==> src/rtl/servo_pulse_meter.sv <==
// -----------------------------------------------------------------------------
// servo_pulse_meter
//   Measures the high time of an RC servo PWM input in whole microseconds.
//   Accepted widths (MIN_US..MAX_US) are published on pulse_len with a
//   one-cycle valid strobe. Out-of-range pulses give a one-cycle error strobe.
//   signal_lost is set once TIMEOUT_US elapses without an accepted pulse.
//
// Ports
//   CLK          in   system clock (CLK_F cycles per microsecond)
//   RST          in   asynchronous, active-high reset
//   CONTROL_PIN  in   servo PWM input, asynchronous to CLK
//   pulse_len    out  [15:0] last accepted pulse width in microseconds
//   valid        out  one-cycle strobe when pulse_len updates
//   error        out  one-cycle strobe on a rejected pulse
//   signal_lost  out  high while no accepted pulse has arrived for TIMEOUT_US
// -----------------------------------------------------------------------------
module servo_pulse_meter #(
  parameter int unsigned CLK_F      = 100,
  parameter int unsigned MIN_US     = 500,
  parameter int unsigned MAX_US     = 2500,
  parameter int unsigned TIMEOUT_US = 25000
) (
  input  logic        CLK,
  input  logic        RST,
  input  logic        CONTROL_PIN,
  output logic [15:0] pulse_len,
  output logic        valid,
  output logic        error,
  output logic        signal_lost
);

  localparam int unsigned     PRE_W    = $clog2(CLK_F);
  localparam logic [PRE_W-1:0] PRE_LAST = PRE_W'(CLK_F - 1);
  localparam logic [15:0]     W_MIN    = 16'(MIN_US);
  localparam logic [15:0]     W_MAX    = 16'(MAX_US);
  localparam logic [15:0]     W_SAT    = 16'(MAX_US + 1);
  localparam logic [15:0]     TO_MAX   = 16'(TIMEOUT_US);

  typedef enum logic [1:0] {
    WAIT_LOW = 2'd0,
    ARMED    = 2'd1,
    HIGH     = 2'd2
  } state_t;

  state_t           r_state;
  state_t           w_state_nxt;
  logic             r_s1, r_s2, r_s2_d;
  logic             r_primed;
  logic [PRE_W-1:0] r_pre;
  logic [15:0]      r_width;
  logic [15:0]      r_to;
  logic [15:0]      r_len;
  logic             r_valid, r_error, r_lost;

  logic             w_rise, w_fall, w_tick;
  logic             w_width_inc;
  logic [15:0]      w_width_nxt;
  logic             w_accept, w_reject;

  assign w_rise = r_s2 & ~r_s2_d;
  assign w_fall = ~r_s2 & r_s2_d;
  assign w_tick = (r_pre == PRE_LAST);

  // The width is judged on the value it takes at this edge, so a tick in the
  // fall-detect cycle still counts; this makes width = floor(N / CLK_F).
  assign w_width_inc = (r_state == HIGH) && w_tick && (r_width != W_SAT);
  assign w_width_nxt = r_width + {15'd0, w_width_inc};

  // Input conditioning and the one-cycle-after-reset qualifier.
  // NOTE: every register here holds state across cycles, so all use
  // non-blocking assignments and all get an explicit reset value.
  always_ff @(posedge CLK or posedge RST) begin
    if (RST) begin
      r_s1     <= 1'b0;
      r_s2     <= 1'b0;
      r_s2_d   <= 1'b0;
      r_primed <= 1'b0;
    end else begin
      r_s1     <= CONTROL_PIN;
      r_s2     <= r_s1;
      r_s2_d   <= r_s2;
      r_primed <= 1'b1;
    end
  end

  // Microsecond prescaler, re-phased to each rising edge.
  always_ff @(posedge CLK or posedge RST) begin
    if (RST)            r_pre <= '0;
    else if (w_rise)    r_pre <= '0;
    else if (w_tick)    r_pre <= '0;
    else                r_pre <= r_pre + 1'b1;
  end

  always_ff @(posedge CLK or posedge RST) begin
    if (RST)         r_width <= '0;
    else if (w_rise) r_width <= '0;
    else             r_width <= w_width_nxt;
  end

  always_ff @(posedge CLK or posedge RST) begin
    if (RST) r_state <= WAIT_LOW;
    else     r_state <= w_state_nxt;
  end

  // WAIT_LOW leaves only once the synchronizer holds real pin samples
  // (r_primed) and both stages read low. The zeros left in s1/s2 by reset
  // therefore cannot arm the meter under a pulse already in progress.
  // NOTE: defaults first so no path through the case leaves a signal
  // unassigned and infers a latch.
  always_comb begin
    w_state_nxt = r_state;
    w_accept    = 1'b0;
    w_reject    = 1'b0;
    case (r_state)
      WAIT_LOW: if (r_primed && !r_s1 && !r_s2) w_state_nxt = ARMED;
      ARMED:    if (w_rise) w_state_nxt = HIGH;
      HIGH: begin
        if (w_fall) begin
          w_state_nxt = ARMED;
          if (w_width_nxt >= W_MIN && w_width_nxt <= W_MAX) w_accept = 1'b1;
          else                                              w_reject = 1'b1;
        end else if (w_width_nxt == W_SAT) begin
          // Over-length: reject now and ignore the eventual fall.
          w_reject    = 1'b1;
          w_state_nxt = WAIT_LOW;
        end
      end
      default: w_state_nxt = WAIT_LOW;
    endcase
  end

  always_ff @(posedge CLK or posedge RST) begin
    if (RST) begin
      r_len   <= '0;
      r_valid <= 1'b0;
      r_error <= 1'b0;
    end else begin
      r_valid <= w_accept;
      r_error <= w_reject;
      if (w_accept) r_len <= w_width_nxt;
    end
  end

  // Timeout counter restarts with each accepted pulse. signal_lost is
  // sticky from reset: it only drops after a valid strobe.
  always_ff @(posedge CLK or posedge RST) begin
    if (RST)                         r_to <= '0;
    else if (w_accept)               r_to <= '0;
    else if (w_tick && r_to != TO_MAX) r_to <= r_to + 16'd1;
  end

  always_ff @(posedge CLK or posedge RST) begin
    if (RST)                 r_lost <= 1'b1;
    else if (r_valid)        r_lost <= 1'b0;
    else if (r_to == TO_MAX) r_lost <= 1'b1;
  end

  assign pulse_len   = r_len;
  assign valid       = r_valid;
  assign error       = r_error;
  assign signal_lost = r_lost;

endmodule

==> config.mk <==
export PLATFORM = sky130hd
export DESIGN_NAME = servo_pulse_meter
export DESIGN_NICKNAME = d
export VERILOG_FILES = /design/src/rtl/servo_pulse_meter.sv
export SDC_FILE = /design/constraint.sdc
export NUM_CORES = 1
export LEC_CHECK = 0
export CAP_MARGIN = 20
export CORE_ASPECT_RATIO = 0.75
export CORE_MARGIN = 3
export CORE_UTILIZATION = 25
export DETAILED_ROUTE_END_ITERATION = 6
export GPL_ROUTABILITY_DRIVEN = 0
export GPL_TIMING_DRIVEN = 0
export SETUP_SLACK_MARGIN = 0.5
export SYNTH_ARGS = -nofsm -noshare
export SYNTH_HDL_FRONTEND = slang
export SYNTH_SLANG_ARGS = --single-unit
==> constraint.sdc <==
create_clock -name CLK -period 6 [get_ports CLK]
set_input_delay 0.6 -clock CLK [delete_from_list [all_inputs] [get_ports CLK]]
set_output_delay 0.6 -clock CLK [all_outputs]
set_load 0.02 [all_outputs]
==> results of run 1 <==
layout by cell type, fill, tap and decap left out, drive strengths merged, types with 7 or more instances in the layout:
master / n
nor2b: 7
dfrtp: 63
nand4: 9
buf: 8
clkbuf: 17
xnor2: 23
inv: 13
nand3: 15
clkdlybuf4s50: 21
nor2: 50
xor2: 12
nor3: 9
a21oi: 7
nand2: 15
and2: 10
per-layer routing:
layer | vias to the layer above | global-route usage
li1 | 1120 | -
met1 | 1124 | 0.131
met2 | 48 | 0.150
met3 | 11 | 0.0402
met4 | 0 | 0.0360
met5 | - | 0
worst max path at each step:
stage	slack, ns	cells after the start	endpoint	start
3_5_place_dp	2.06	13	pulse_len[7]	r_pre[4]
2_1_floorplan	2.65	13	pulse_len[7]	r_pre[4]
3_3_place_gp	2.10	13	pulse_len[8]	r_pre[4]
4_1_cts	2.03	13	pulse_len[7]	r_pre[4]
6_report	2.06	13	pulse_len[7]	r_pre[4]
5_1_grt	1.77	13	pulse_len[9]	r_pre[4]
synthesized netlist by cell type, types with 2 or more instances:
library cell and number:
nand3b_1 2, nor2_1 50, dfrtp_1 63, xnor2_1 23
a211oi_1 2, clkbuf_1 4, nor3_1 9, or3_1 3
nand4_1 9, buf_6 2, ha_1 5, nor4b_1 2
mux2i_1 6, and2_1 10, nand2_1 15, mux2_1 6
inv_1 13, nor2b_1 7, nand3_1 13, nor3b_1 2
nor4_1 5, xor2_1 12, nand2b_1 5, a21oi_1 6
and3_1 6, o21ai_0 3, nand3_2 2, buf_2 3
buf_4 2
flip-flops by register name, indices dropped and copies added (netlist names):
name,count
r_s1,1
r_pre,7
r_to,16
signal_lost,1
pulse_len,16
r_s2,1
r_s2_d,1
valid,1
r_state,2
error,1
r_width,16
r_primed,1
power by group through the flow:
stage	logic, mW	clock network, mW	registers [mW]
after floorplan	0.0320	0	0.466
after global placement	0.0419	0	0.467
after detailed placement	0.0448	0	0.468
after CTS	0.0458	0.526	0.461
after global routing	0.0518	0.545	0.463
final	0.0447	0.510	0.461
cells by family (layout without fill, tap and decap cells):
kind of cell	after synthesis	in the layout
AO/OA/AOI/OAI	22	22
XOR/XNOR	35	35
adder cells (fa/ha/maj)	5	5
buffers and inverters	24	62
flip-flops	64	64
multiplexers	12	12
other	1	1
AND/OR/NAND/NOR	149	149
worst max-delay path, stage by stage (launching register included):
cell	delay, ns
dfrtp_1	0.41
nor4b_1	0.33
nand3_1	0.24
nor3_1	0.23
ha_1	0.25
ha_1	0.23
nand4_1	0.15
nor4_1	0.37
xnor2_1	0.21
o211ai_1	0.22
or3_1	0.43
a21oi_4	0.23
buf_6	0.20
mux2_1	0.33
stage by stage:
| step | util | hold slack [ns] | cell area, um2 | worst slack (ns) |
|---|---|---|---|---|
| after floorplan | - | 0.355 | 3180 | 2.65 |
| after global placement | 0.299 | 0.368 | 3590 | 2.10 |
| after detailed placement | 0.302 | 0.368 | 3620 | 2.06 |
| after CTS | 0.326 | 0.388 | 3910 | 2.03 |
| after global routing | 0.326 | 0.399 | 3910 | 1.77 |
| final | 0.326 | 0.385 | 3910 | 2.06 |
cell type report:
class / instances / share of cell area
buffer: 11 / 0.0173
clock buffer: 13 / 0.0640
clock inverter: 3 / 0.0109
inverter: 13 / 0.0125
multi-input combinational: 224 / 0.373
sequential: 64 / 0.410
tap: 162 / 0.0518
timing repair buffer: 22 / 0.0608
==> run summary, run 1 <==
IO Pins: 22
final hold vios: 0
Hold Path Stages: 0
worst path required time: 6.21 ns
RSZ-0062 raised after global routing: no
Met3 Wirelength: 303 um
Mapped Cells: 312
Min-Delay Endpoint: r_s2
CTS sink cnt: 64
sw frac: 0.213
worst skew pair latency: 0.33 ns
Critical Path AT: 4.15 ns
WL met1: 3170 um
Inserted Clock Buffers: 9
drt drc: 0
Max Fanout on Critical Path: 10
CTS Buffer Depth: 2
Simple-Gate Fraction of Synth Area: 0.250
DRT iter0 DRCs: 124
min cycle time layout: 3.94 ns
Synth area leader: dfrtp_1
syn_area_per_cell: 10.2 um2
Post-Route WL: 6560 um
Power Density: 260 nW/um2
initial core utilization: 0.265
post_cts resized: 0
register-to-register setup slack: 2.06 ns
Peak VDD IR: 0.133 mV
# fillers: 1229
Internal: 800 uW
Die Ht: 104 um
H-tree depth: 3
largest cells by area after synthesis: dfrtp_1 50%, xnor2_1 6.3%, nor2_1 5.9%, xor2_1 3.3%, mux2_1 2.1%
Detail Placement HPWL: 4720 um
share of total power in the clock network: 0.502
Synth Area in XOR/XNOR: 0.0965
mux cell area share after synthesis: 0.0402
fin crit share: 0.656
Nets: 353
largest net degree at the start of global routing: 43
routed wl met2: 2990 um
Adder-Cell Fraction of Synth Area: 0.0197
Tot GR Track Use: 0.101
worst flop-to-flop path endpoint: pulse_len[7]
ys flop type: dfrtp_1
Max Fclk: 254 MHz
ANT nets after route: 0
top sig layer: met4
Switch Pwr: 217 uW
Sequential Power Share: 0.454
area grow syn2layout: 23.1%
core area: 12000 um2
Vias: 2303
row cnt: 34
Post-Syn Area: 3180 um2
Synth top area share: 0.496
ys async rst share: 1.00
register bit total from synthesis: 64
Port Buffers: 21
# diodes: 0
Setup crit end kind: flip-flop
synthesized net count: 320
final slew viol count: 0
slew margin rel.: 0.398
Max-Cap Viols: 0
post-CTS setup repair buffer count: 0
clock-pin transition on the worst setup and hold timing paths: 0.05 ns
die area: 14100 um2
min-delay src: r_s1
share of layout cells above drive strength 1: 0.0829
sequential share of the synthesized area: 0.505
outcome: finished clean
R2R depth: 13
drt first pass iters: 4
Tot Pwr: 1.02 mW
Tightest Pin Transition: 0.902 ns
largest family of logic cells by synthesized area: simple AND/OR/NAND/NOR gates
Cell variety after synth: 51
fin cells: 512
Combinational Power Share: 0.044
Layout Skew: 0.00899 ns
initial antenna violation count: 0
FF+latch area: 1600 um2
dpl cells: 496
Vias/cell: 4.50
Fin Setup TNS: 0 ns
Ys Warns: 0
Reg-to-Reg Start: r_pre[4]
vias in the first global route: 2347
multi-input logic area: 1460 um2
first-pass GRT wire length: 11400 um
Leak: 1.65 nW
cts hold-fix bufs: 0
Synth Area in Compound Gates: 0.0516
wire per inst: 12.8 um
final-report setup violation count: 0
Root Driver: clkbuf_16
CTS tree: done
number of synthesized flops with an enable pin: 0
Die Wd: 136 um
CP Class: flip-flop to flip-flop
grt ovf: 0
worst hold path type: flip-flop to flip-flop
Worst setup SP type: flip-flop
(Power assumes the default switching activity.)
==> run 2, diff against run 1 <==
==> constraint.sdc (replaced) <==
create_clock -name CLK -period 3.3 [get_ports CLK]
set_input_delay 0.33 -clock CLK [delete_from_list [all_inputs] [get_ports CLK]]
set_output_delay 0.33 -clock CLK [all_outputs]
set_load 0.02 [all_outputs]
==> run 2 against run 1 <==
The flow now finishes with violations (setup timing). Sequential share of layout area shrank 4.3 points. Sequential power grew 82%. Utilization grew 3.9 points. Cell count grew 4.9%. Fmax grew 17%. Worst setup slack lost 2.1 ns. Hold slack lost 0.010 ns. Clock-buffer cell count shrank 1. Sequential cell count is the same. Non-clock buffer count grew 26. Wire length grew 12%. Largest cell class is now multi-input combinational cells.
==> run summary, run 2 (synthesis gave the netlist of run 1 again) <==
Setup crit end kind: flip-flop
Power Density: 415 nW/um2
Max Fanout on Critical Path: 10
Final Util: 0.365
Vias/cell: 4.54
violated checks: setup timing
Root Driver: clkbuf_16
worst hold path type: flip-flop to flip-flop
CTS Buffer Depth: 2
Nets: 379
cts hold-fix bufs: 0
Tot GR Track Use: 0.107
Internal: 1.41 mW
share of total power in the clock network: 0.478
most common cell after layout, fill and taps aside: dfrtp_1
Detail Placement HPWL: 4770 um
grt ovf: 0
IO Pins: 22
largest net degree at the start of global routing: 36
worst skew pair latency: 0.33 ns
drt drc: 0
sw frac: 0.225
Leak: 1.81 nW
Sequential Power Share: 0.462
row cnt: 34
RSZ-0062 raised after global routing: yes
Die Ht: 104 um
die area: 14100 um2
area grow syn2layout: 37.7%
drt first pass iters: 4
Critical Path AT: 3.60 ns
ANT nets after route: 0
Vias: 2436
min cycle time layout: 3.36 ns
slew margin rel.: 0.492
most frequent cells in the layout: 62 x dfrtp_1, 38 x nor2_1, 23 x xnor2_1
CP Class: flip-flop to flip-flop
# diodes: 0
fin crit share: 1.02
Peak VDD IR: 0.215 mV
worst setup margin: -0.0571 ns
final-report setup violation count: 21
clock-pin transition on the worst setup and hold timing paths: 0.05 ns
Post-Route WL: 7340 um
Port Buffers: 21
H-tree depth: 3
initial antenna violation count: 0
Tightest Pin Transition: 0.760 ns
core area: 12000 um2
first-pass GRT wire length: 12100 um
Layout Skew: 0.00718 ns
Inserted Clock Buffers: 9
final slew viol count: 0
Max Fclk: 298 MHz
share of layout cells above drive strength 1: 0.275
Hold Path Stages: 0
Combinational Power Share: 0.060
initial core utilization: 0.265
CTS sink cnt: 64
Max-Cap Viols: 0
DRT iter0 DRCs: 104
Switch Pwr: 408 uW
Worst setup SP type: flip-flop
Die Wd: 136 um
vias in the first global route: 2439
final hold vios: 0
Placement Cell Area: 3690 um2
outcome: finished with violations
Layout Cell Area excl Fill: 4380 um2
CTS tree: done
wire per inst: 13.7 um
worst path required time: 3.54 ns
R2R depth: 14
-- run 2: layer usage --
layer,wire length (um),GRT usage
met5,0,0
met4,73,0.0173
met3,296,0.0388
met2,3410,0.166
met1,3560,0.145
-- run 2: power by group through the flow --
stage	Combinational [mW]	Sequential [mW]	Clock, mW
floorplan	0.0599	0.849	0
global placement	0.0781	0.852	0
detailed placement	0.0835	0.852	0
CTS	0.106	0.833	0.896
global route	0.122	0.841	0.931
finish	0.109	0.839	0.867
-- run 2: area by class of cell --
type | count | area [um2]
Buffer | 11 | 98.8
Clock buffer | 12 | 256
Clock inverter | 3 | 17.5
Fill cell | 1212 | 7620
Inverter | 13 | 48.8
Multi-Input combinational cell | 224 | 1690
Sequential cell | 64 | 1600
Tap cell | 162 | 203
Timing Repair Buffer | 48 | 457
-- run 2: what timing repair did --
item	4_1_cts	5_1_grt
pin swaps	10	11
buffers inserted	18	7
gates cloned	1	0
gates resized for setup	19	34
endpoints found under the setup margin	35	36
endpoints found under the hold margin	0	0
-- run 2: worst paths after layout --
check                           start          end  slack, ns
max reg2reg                r_width[3]        error      -0.06
max in group asynchronous         RST  r_width[14]       2.20
max                        r_width[3]        error      -0.06
min                              r_s1         r_s2       0.37
min reg2reg                      r_s1         r_s2       0.37
min in group asynchronous         RST      r_to[1]       0.47
-- run 2: critical path, stage by stage, from the launching register on --
cell and delay, ns:
dfrtp_1 0.39, buf_6 0.15, nor3_4 0.21, nand3_2 0.09
nor3_2 0.20, nor3_2 0.06, ha_2 0.22, ha_4 0.17
clkbuf_8 0.15, or3_4 0.32, a211oi_2 0.24, a21oi_2 0.07
or4b_4 0.54, o41ai_4 0.24, nor3b_2 0.22
-- run 2: through the flow --
step / hold slack (ns) / std cells / TNS, ns / power, mW / setup WS [ns]
3_3_place_gp: 0.369 / 495 / -5.82 / 0.930 / -0.334
6_report: 0.375 / 537 / -0.379 / 1.81 / -0.0571
2_1_floorplan: 0.355 / 312 / 0 / 0.909 / 0.145
3_5_place_dp: 0.367 / 496 / -7.88 / 0.936 / -0.399
4_1_cts: 0.379 / 530 / -0.429 / 1.84 / -0.0667
5_1_grt: 0.390 / 537 / -5.39 / 1.89 / -0.205
